--- config.mk ---
export PLATFORM = sky130hd
export DESIGN_NAME = aes_byte_driver
export DESIGN_NICKNAME = d
export VERILOG_FILES = /design/src/rtl/aes_pkg.sv /design/src/rtl/aes_byte_shifter.sv /design/src/rtl/aes_byte_driver.sv
export SDC_FILE = /design/constraint.sdc
export NUM_CORES = 1
export LEC_CHECK = 0
export CORE_UTILIZATION = 54
export CTS_CLUSTER_DIAMETER = 100
export DETAILED_ROUTE_END_ITERATION = 6
export PLACE_DENSITY_LB_ADDON = 0.3
export SYNTH_ARGS = -nofsm -noshare
export SYNTH_HDL_FRONTEND = slang
export SYNTH_HIERARCHICAL = 1
export SYNTH_SLANG_ARGS = --single-unit
--- constraint.sdc ---
create_clock -name ClkxCI -period 2.65 [get_ports ClkxCI]
set_input_delay 0.53 -clock ClkxCI [delete_from_list [all_inputs] [get_ports ClkxCI]]
set_output_delay 0.53 -clock ClkxCI [all_outputs]
set_load 0.01 [all_outputs]
--- src/rtl/aes_pkg.sv ---
// rtl/aes_pkg.sv - shared types, sizes and byte helper for the AES byte driver
package aes_pkg;

    localparam int NUM_BYTES = 16;
    localparam int BYTE_W    = 8;
    localparam int BLOCK_W   = NUM_BYTES * BYTE_W;

    typedef enum logic [2:0] {
        ST_IDLE    = 3'd0,
        ST_LOAD    = 3'd1,
        ST_WAIT    = 3'd2,
        ST_COLLECT = 3'd3,
        ST_HOLD    = 3'd4
    } state_e;

    // Byte i of a block, byte 0 being the most significant
    function automatic logic [BYTE_W-1:0] byte_sel(input logic [BLOCK_W-1:0] blk,
                                                   input logic [3:0] idx);
        byte_sel = blk[(BLOCK_W - 1 - BYTE_W * int'(idx)) -: BYTE_W];
    endfunction

endpackage

--- src/rtl/aes_byte_shifter.sv ---
// rtl/aes_byte_shifter.sv - parallel-load, byte-wide MSB-first shift register lanes
module aes_byte_shifter
    import aes_pkg::*;
#(
    parameter int LANES = 2,
    parameter int OUT_W = BLOCK_W
) (
    input  logic                             clk_i,
    input  logic                             rst_ni,
    input  logic                             clear_i,
    input  logic                             load_i,
    input  logic                             shift_i,
    input  logic [LANES-1:0][BLOCK_W-1:0]    load_data_i,
    input  logic [LANES-1:0][BYTE_W-1:0]     shift_in_i,
    output logic [LANES-1:0][OUT_W-1:0]      data_o
);

    logic [LANES-1:0][BLOCK_W-1:0] data_q, data_d;

    // Clear wins over load, load wins over shift; every lane moves together
    always_comb begin
        data_d = data_q;
        if (clear_i) begin
            data_d = '0;
        end else if (load_i) begin
            data_d = load_data_i;
        end else if (shift_i) begin
            for (int l = 0; l < LANES; l++) begin
                data_d[l] = {data_q[l][BLOCK_W-BYTE_W-1:0], shift_in_i[l]};
            end
        end
    end

    // Lane storage
    always_ff @(posedge clk_i or negedge rst_ni) begin
        if (!rst_ni) begin
            data_q <= '0;
        end else begin
            data_q <= data_d;
        end
    end

    // Only the top OUT_W bits of each lane are visible to the user
    always_comb begin
        data_o = '0;
        for (int l = 0; l < LANES; l++) begin
            data_o[l] = data_q[l][BLOCK_W-1 -: OUT_W];
        end
    end

endmodule

--- src/rtl/aes_byte_driver.sv ---
// rtl/aes_byte_driver.sv - host-side byte-serial initiator for the masked AES core
module aes_byte_driver
    import aes_pkg::*;
#(
    parameter int TIMEOUT = 512,
    parameter bit UNMASK  = 1'b0
) (
    input  logic                ClkxCI,
    input  logic                RstxBI,
    input  logic [BLOCK_W-1:0]  PTxDI,
    input  logic [BLOCK_W-1:0]  KxDI,
    input  logic [23:0]         RndxDI,
    input  logic                InValidxSI,
    output logic                InReadyxSO,
    output logic [BLOCK_W-1:0]  CxDO0,
    output logic [BLOCK_W-1:0]  CxDO1,
    output logic                OutValidxSO,
    input  logic                OutReadyxSI,
    output logic                BusyxSO,
    output logic                ErrxSO,
    output logic [BYTE_W-1:0]   CorePT0xDO,
    output logic [BYTE_W-1:0]   CorePT1xDO,
    output logic [BYTE_W-1:0]   CoreR0xDO,
    output logic [BYTE_W-1:0]   CoreR1xDO,
    output logic [BYTE_W-1:0]   CoreKxDO,
    output logic                CoreStartxSO,
    input  logic [BYTE_W-1:0]   CoreC0xDI,
    input  logic [BYTE_W-1:0]   CoreC1xDI,
    input  logic                CoreDonexSI
);

    localparam int              WD_W    = $clog2(TIMEOUT + 1);
    localparam logic [WD_W-1:0] WD_LOAD = WD_W'(TIMEOUT);
    localparam logic [WD_W-1:0] WD_LAST = WD_W'(1);

    state_e          state_q, state_d;
    logic [3:0]      cnt_q, cnt_d;
    logic [WD_W-1:0] wdog_q, wdog_d;
    logic            err_q, err_d;

    logic feed_load, feed_shift, feed_clear;
    logic cap_shift, cap_clear;

    // Lane 0 carries plaintext, lane 1 carries key / share1 in the capture copy
    logic [1:0][BYTE_W-1:0]  feed_byte;
    logic [1:0][BLOCK_W-1:0] cap_data;

    aes_byte_shifter #(
        .LANES (2),
        .OUT_W (BYTE_W)
    ) u_feed (
        .clk_i       (ClkxCI),
        .rst_ni      (RstxBI),
        .clear_i     (feed_clear),
        .load_i      (feed_load),
        .shift_i     (feed_shift),
        .load_data_i ({KxDI, PTxDI}),
        .shift_in_i  ('0),
        .data_o      (feed_byte)
    );

    aes_byte_shifter #(
        .LANES (2),
        .OUT_W (BLOCK_W)
    ) u_capture (
        .clk_i       (ClkxCI),
        .rst_ni      (RstxBI),
        .clear_i     (cap_clear),
        .load_i      (1'b0),
        .shift_i     (cap_shift),
        .load_data_i ('0),
        .shift_in_i  ({CoreC1xDI, CoreC0xDI}),
        .data_o      (cap_data)
    );

    // Control state, byte counter, watchdog and sticky error
    always_ff @(posedge ClkxCI or negedge RstxBI) begin
        if (!RstxBI) begin
            state_q <= ST_IDLE;
            cnt_q   <= '0;
            wdog_q  <= '0;
            err_q   <= 1'b0;
        end else begin
            state_q <= state_d;
            cnt_q   <= cnt_d;
            wdog_q  <= wdog_d;
            err_q   <= err_d;
        end
    end

    // Next-state logic and shift-register control
    always_comb begin
        state_d    = state_q;
        cnt_d      = cnt_q;
        wdog_d     = wdog_q;
        err_d      = err_q;
        feed_load  = 1'b0;
        feed_shift = 1'b0;
        feed_clear = 1'b0;
        cap_shift  = 1'b0;
        cap_clear  = 1'b0;
        case (state_q)
            ST_IDLE: begin
                if (InValidxSI) begin
                    feed_load = 1'b1;
                    cnt_d     = '0;
                    state_d   = ST_LOAD;
                end
            end
            ST_LOAD: begin
                feed_shift = 1'b1;
                cnt_d      = cnt_q + 4'd1;
                if (cnt_q == 4'd15) begin
                    // Nothing of the block may remain once it is inside the core
                    feed_clear = 1'b1;
                    wdog_d     = WD_LOAD;
                    state_d    = ST_WAIT;
                end
            end
            ST_WAIT: begin
                wdog_d = wdog_q - WD_LAST;
                if (CoreDonexSI) begin
                    cap_shift = 1'b1;
                    cnt_d     = 4'd1;
                    state_d   = ST_COLLECT;
                end else if (wdog_q == WD_LAST) begin
                    err_d      = 1'b1;
                    feed_clear = 1'b1;
                    state_d    = ST_IDLE;
                end
            end
            ST_COLLECT: begin
                cap_shift = 1'b1;
                cnt_d     = cnt_q + 4'd1;
                if (cnt_q == 4'd15) begin
                    state_d = ST_HOLD;
                end
            end
            ST_HOLD: begin
                if (OutReadyxSI) begin
                    cap_clear  = 1'b1;
                    feed_clear = 1'b1;
                    state_d    = ST_IDLE;
                end
            end
            default: begin
                state_d = ST_IDLE;
            end
        endcase
    end

    // Outputs: core wires carry data only during LOAD, results only during HOLD
    always_comb begin
        InReadyxSO   = (state_q == ST_IDLE);
        BusyxSO      = (state_q == ST_LOAD) || (state_q == ST_WAIT) || (state_q == ST_COLLECT);
        OutValidxSO  = (state_q == ST_HOLD);
        ErrxSO       = err_q;
        CorePT0xDO   = '0;
        CorePT1xDO   = '0;
        CoreR0xDO    = '0;
        CoreR1xDO    = '0;
        CoreKxDO     = '0;
        CoreStartxSO = 1'b0;
        CxDO0        = '0;
        CxDO1        = '0;
        if (state_q == ST_LOAD) begin
            CorePT0xDO   = RndxDI[7:0];
            CorePT1xDO   = RndxDI[7:0] ^ feed_byte[0];
            CoreR0xDO    = RndxDI[15:8];
            CoreR1xDO    = RndxDI[23:16];
            CoreKxDO     = feed_byte[1];
            CoreStartxSO = (cnt_q == 4'd0);
        end
        if (state_q == ST_HOLD) begin
            if (UNMASK) begin
                CxDO0 = cap_data[0] ^ cap_data[1];
                CxDO1 = '0;
            end else begin
                CxDO0 = cap_data[0];
                CxDO1 = cap_data[1];
            end
        end
    end

endmodule

==> run_results.csv <==
group,metric,value,unit
pwr,max-vdd-ir-drop,747,uV
layout,fin_cells,4396,
layout,fillCellCount,4120,
critical_path,reg2regPathDepth,11,
die,die_width,246,um
global_route,antenna_found_initial,6,
critical_path,reg2reg_slack,0.01,ns
detailed_routing,vias,23928,
status,status,"finished with violations",
pwr,leakagePower,19.5,nW
placed_design,preCtsSetupSlack,-0.0780,ns
pwr,switching_share,36.1,%
synthesis,synth_area,32100,um2
sta,setup_viol,208,
die,row_count,89,
pwr,p_seq_share,33.6,%
detailed_routing,postRouteWirelength,91200,um
global_route,use_met2,49.3,%
synthesis,avgSynthCellArea,11.7,um2
global_route,grt_pass1_wl,137000,um
global_route,first_global_vias,24583,
synthesis,synth_cell_types,53,
synthesis,ys_top_cells_by_count,"dfrtp_1 (530), mux2i_1 (518), nor2b_1 (513)",
die,start_util,54.6,%
synthesis,yosysMostFrequentCell,"dfrtp_1",
detailed_routing,first_iter_violations,1530,
synthesis,synth_enable_flop_cells,0,
sta,fin_ws,-0.210,ns
clocking,clockBufferDepth,3,
sta,final_max_slew_viol_count,0,
sta,tightest_slew,0.655,ns
critical_path,r2r_end,"u_feed/data_q[209]$_DFFE_PN0P_",
job,maxCapViolations,0,
global_route,grt_busiest_layer,"met2",
critical_path,cp-start-kind,"flop",
critical_path,slowest_stage,"or3b_4",
global_route,grt_overflow_total,0,
die,io_pins,602,
placed_design,port_buffers,601,
clocking,cts_tree,"built",
detailed_routing,drtAntennaViolNets,0,
placed_design,hpwlAfterDp,60100,um
status,violations,"setup timing",
critical_path,crit_type,"flop to output pin",
critical_path,crit_path_end_kind,"output pin",
layout,areaGrowthSynthToFinish,31.2,%
pwr,clkPwrFrac,19.1,%
clocking,worstSkewPairLatency,0.61,ns
synthesis,synthTopCellsByArea,"dfrtp_1 (41%), mux2i_1 (16%), a211oi_2 (16%), nor2b_1 (10%), and2_1 (5.6%)",
global_route,met1_usage,36.3,%
detailed_routing,firstDrtPassIters,5,
min_path,hp-class,"input pin to asynchronous set/reset pin",
pwr,p_sw,14.9,mW
clocking,cts.reportedPaths.clkPinSlew,0.06,ns
die,core_area,58900,um2
critical_path,worstPathRequired,2.12,ns
sta,rsz0062_at_grt,"true",
die,dieArea,60500,um2
critical_path,cp_common_cell,"buf_6",
pwr,combPwrFrac,47.3,%
placed_design,gp_congestion,0.855,
sta,period_needed,2.86,ns
synthesis,synth.ff_latch_count,530,
sta,finalCritPeriodShare,108,%
pwr,p_int,26.4,mW
critical_path,path_cells,"buf_4 -> or3b_4 -> buf_6 -> buf_12 -> inv_16 -> buf_8 -> buf_6 -> and2_4 -> buf_6",
critical_path,arrival,2.33,ns
pwr,pwr_density_cell,979,nW/um2
detailed_routing,remaining_drc_errors,0,
clocking,numCtsBuffers,57,
sta,timing.hold.ws,0.416,ns
synthesis,yosysWarnings,6,
global_route,use_met3,3.72,%
detailed_routing,wl_per_cell,20.8,um
clocking,cts.sinks,530,
global_route,track_usage,28.7,%
sta,fmax,350,MHz
sta,hold_viol,0,
critical_path,cpPeakStageDelay,0.41,ns
synthesis,synth-async-reset-ratio,100,%
placed_design,placedCellCount,4201,
placed_design,placed_area,39300,um2
clocking,cts_root_buf,"clkbuf_16",
clocking,htree_num_levels,2,
sta,finClkSkew,0.0193,ns
layout,fin_util,71.6,%
synthesis,synthesis.instances,2738,
global_route,grt_max_degree,257,
synthesis,ys.flop_type,"dfrtp_1",
layout,stdcell_area,42200,um2
critical_path,reg2reg_from,"state_q[0]$_DFFE_PN0P_",
synthesis,yosysTopAreaCell,"dfrtp_1",
detailed_routing,via_per_inst,5.44,
synthesis,ys_seq_area_share,41.3,%
die,die_y,246,um
sta,max-slew-margin-rel,56.4,%
layout,nNetsFinal,3878,
critical_path,cp_max_fo,5,
synthesis,yosysTopAreaCellShare,41.3,%
layout,post_route_cells_drive_above_1_share,29.6,%
-- stage by stage --
step	TNS (ns)	power [mW]
final	-15.75	41.3
after global routing	-39.17	43.4
after CTS	-60.48	40.9
after detailed placement	-0.415	32.4
after global placement	0	31.6
after floorplan	0	29.6
-- layer usage --
layer	vias to the layer above	routed length, um
met3	194	4020
li1	11126	-
met1	11901	37100
met5	-	12
met4	2	3600
met2	705	46500
-- worst max-delay path by stage --
| stage | startpoint | endpoint | depth (start not counted) |
|---|---|---|---|
| floorplan | state_q[0]$_DFFE_PN0P_ | u_feed/data_q[85]$_DFFE_PN0P_ | 7 |
| global placement | state_q[0]$_DFFE_PN0P_ | u_feed/data_q[47]$_DFFE_PN0P_ | 6 |
| detailed placement | state_q[0]$_DFFE_PN0P_ | u_feed/data_q[40]$_DFFE_PN0P_ | 6 |
| CTS | state_q[1]$_DFFE_PN0P_ | CxDO1[59] | 6 |
| global route | state_q[0]$_DFFE_PN0P_ | CoreR1xDO[0] | 8 |
| finish | state_q[0]$_DFFE_PN0P_ | CoreR1xDO[7] | 9 |
-- what timing repair did --
action / CTS / global route
hold buffers: 1 / 0
pin swaps: 5 / 4
endpoints found under the hold margin: 32 / 0
setup endpoints to repair: 356 / 395
resized for setup: 774 / 512
setup buffers: 30 / 37
cloned: 9 / 17
-- sequential cells by signal, indices dropped and copies added, names as in the netlist --
signal / flops
u_capture/data_o: 256
u_feed/data_q: 240
u_feed/data_o: 16
wdog_q: 10
cnt_q: 4
state_q: 3
ErrxSO: 1
-- critical path, delay by kind of cell (launching register included) --
kind	cells	cell delay, ns
flops	1	0.40
buf+inv	7	0.77
simple gates	2	0.53
-- power groups by stage --
stage / clock network [mW] / logic (mW) / registers, mW
5_1_grt: 8.33 / 20.9 / 14.1
3_3_place_gp: 0 / 17.8 / 13.8
4_1_cts: 7.99 / 19.1 / 13.8
3_5_place_dp: 0 / 18.5 / 13.9
6_report: 7.87 / 19.5 / 13.9
2_1_floorplan: 0 / 16.9 / 12.7
-- logic make-up after synthesis --
group | share of synthesized area (%)
compound gates | 18.9
buf+inv | 6.76
fa+ha+maj | 0.156
mux | 16.1
flops | 41.3
simple gates | 16.5
xor+xnor | 0.245
other cells | 0.0117
-- layout make-up --
cell class	instances	area (um2)	area share [%]
multi-input combinational	2195	18000	42.8
sequential	530	13300	31.5
clock inverter	21	173	0.409
timing repair inverter	4	78.8	0.187
clock buffer	84	1670	3.96
tap	773	967	2.29
inverter	10	61.3	0.145
timing repair buffer	775	7910	18.7
antenna	4	10.0	0.0237
-- placed cells by master, fill, tap and decap left out, types with 23 or more instances in the layout --
cell / synthesis / routed
a211oi_2: 406 / 406
a211oi_1: 106 / 106
conb_1: 1 / 277
buf_12: 54 / 62
nor2b_1: 513 / 513
buf_2: 54 / 129
clkbuf_2: 22 / 44
and2_4: 0 / 100
clkdlybuf4s50_1: 0 / 300
dlymetal6s2s_1: 0 / 23
buf_4: 23 / 59
clkbuf_16: 0 / 69
and2_1: 290 / 190
dfrtp_1: 530 / 528
mux2i_1: 518 / 518
buf_6: 3 / 110
No activity file was read; power rests on OpenSTA's default activity.
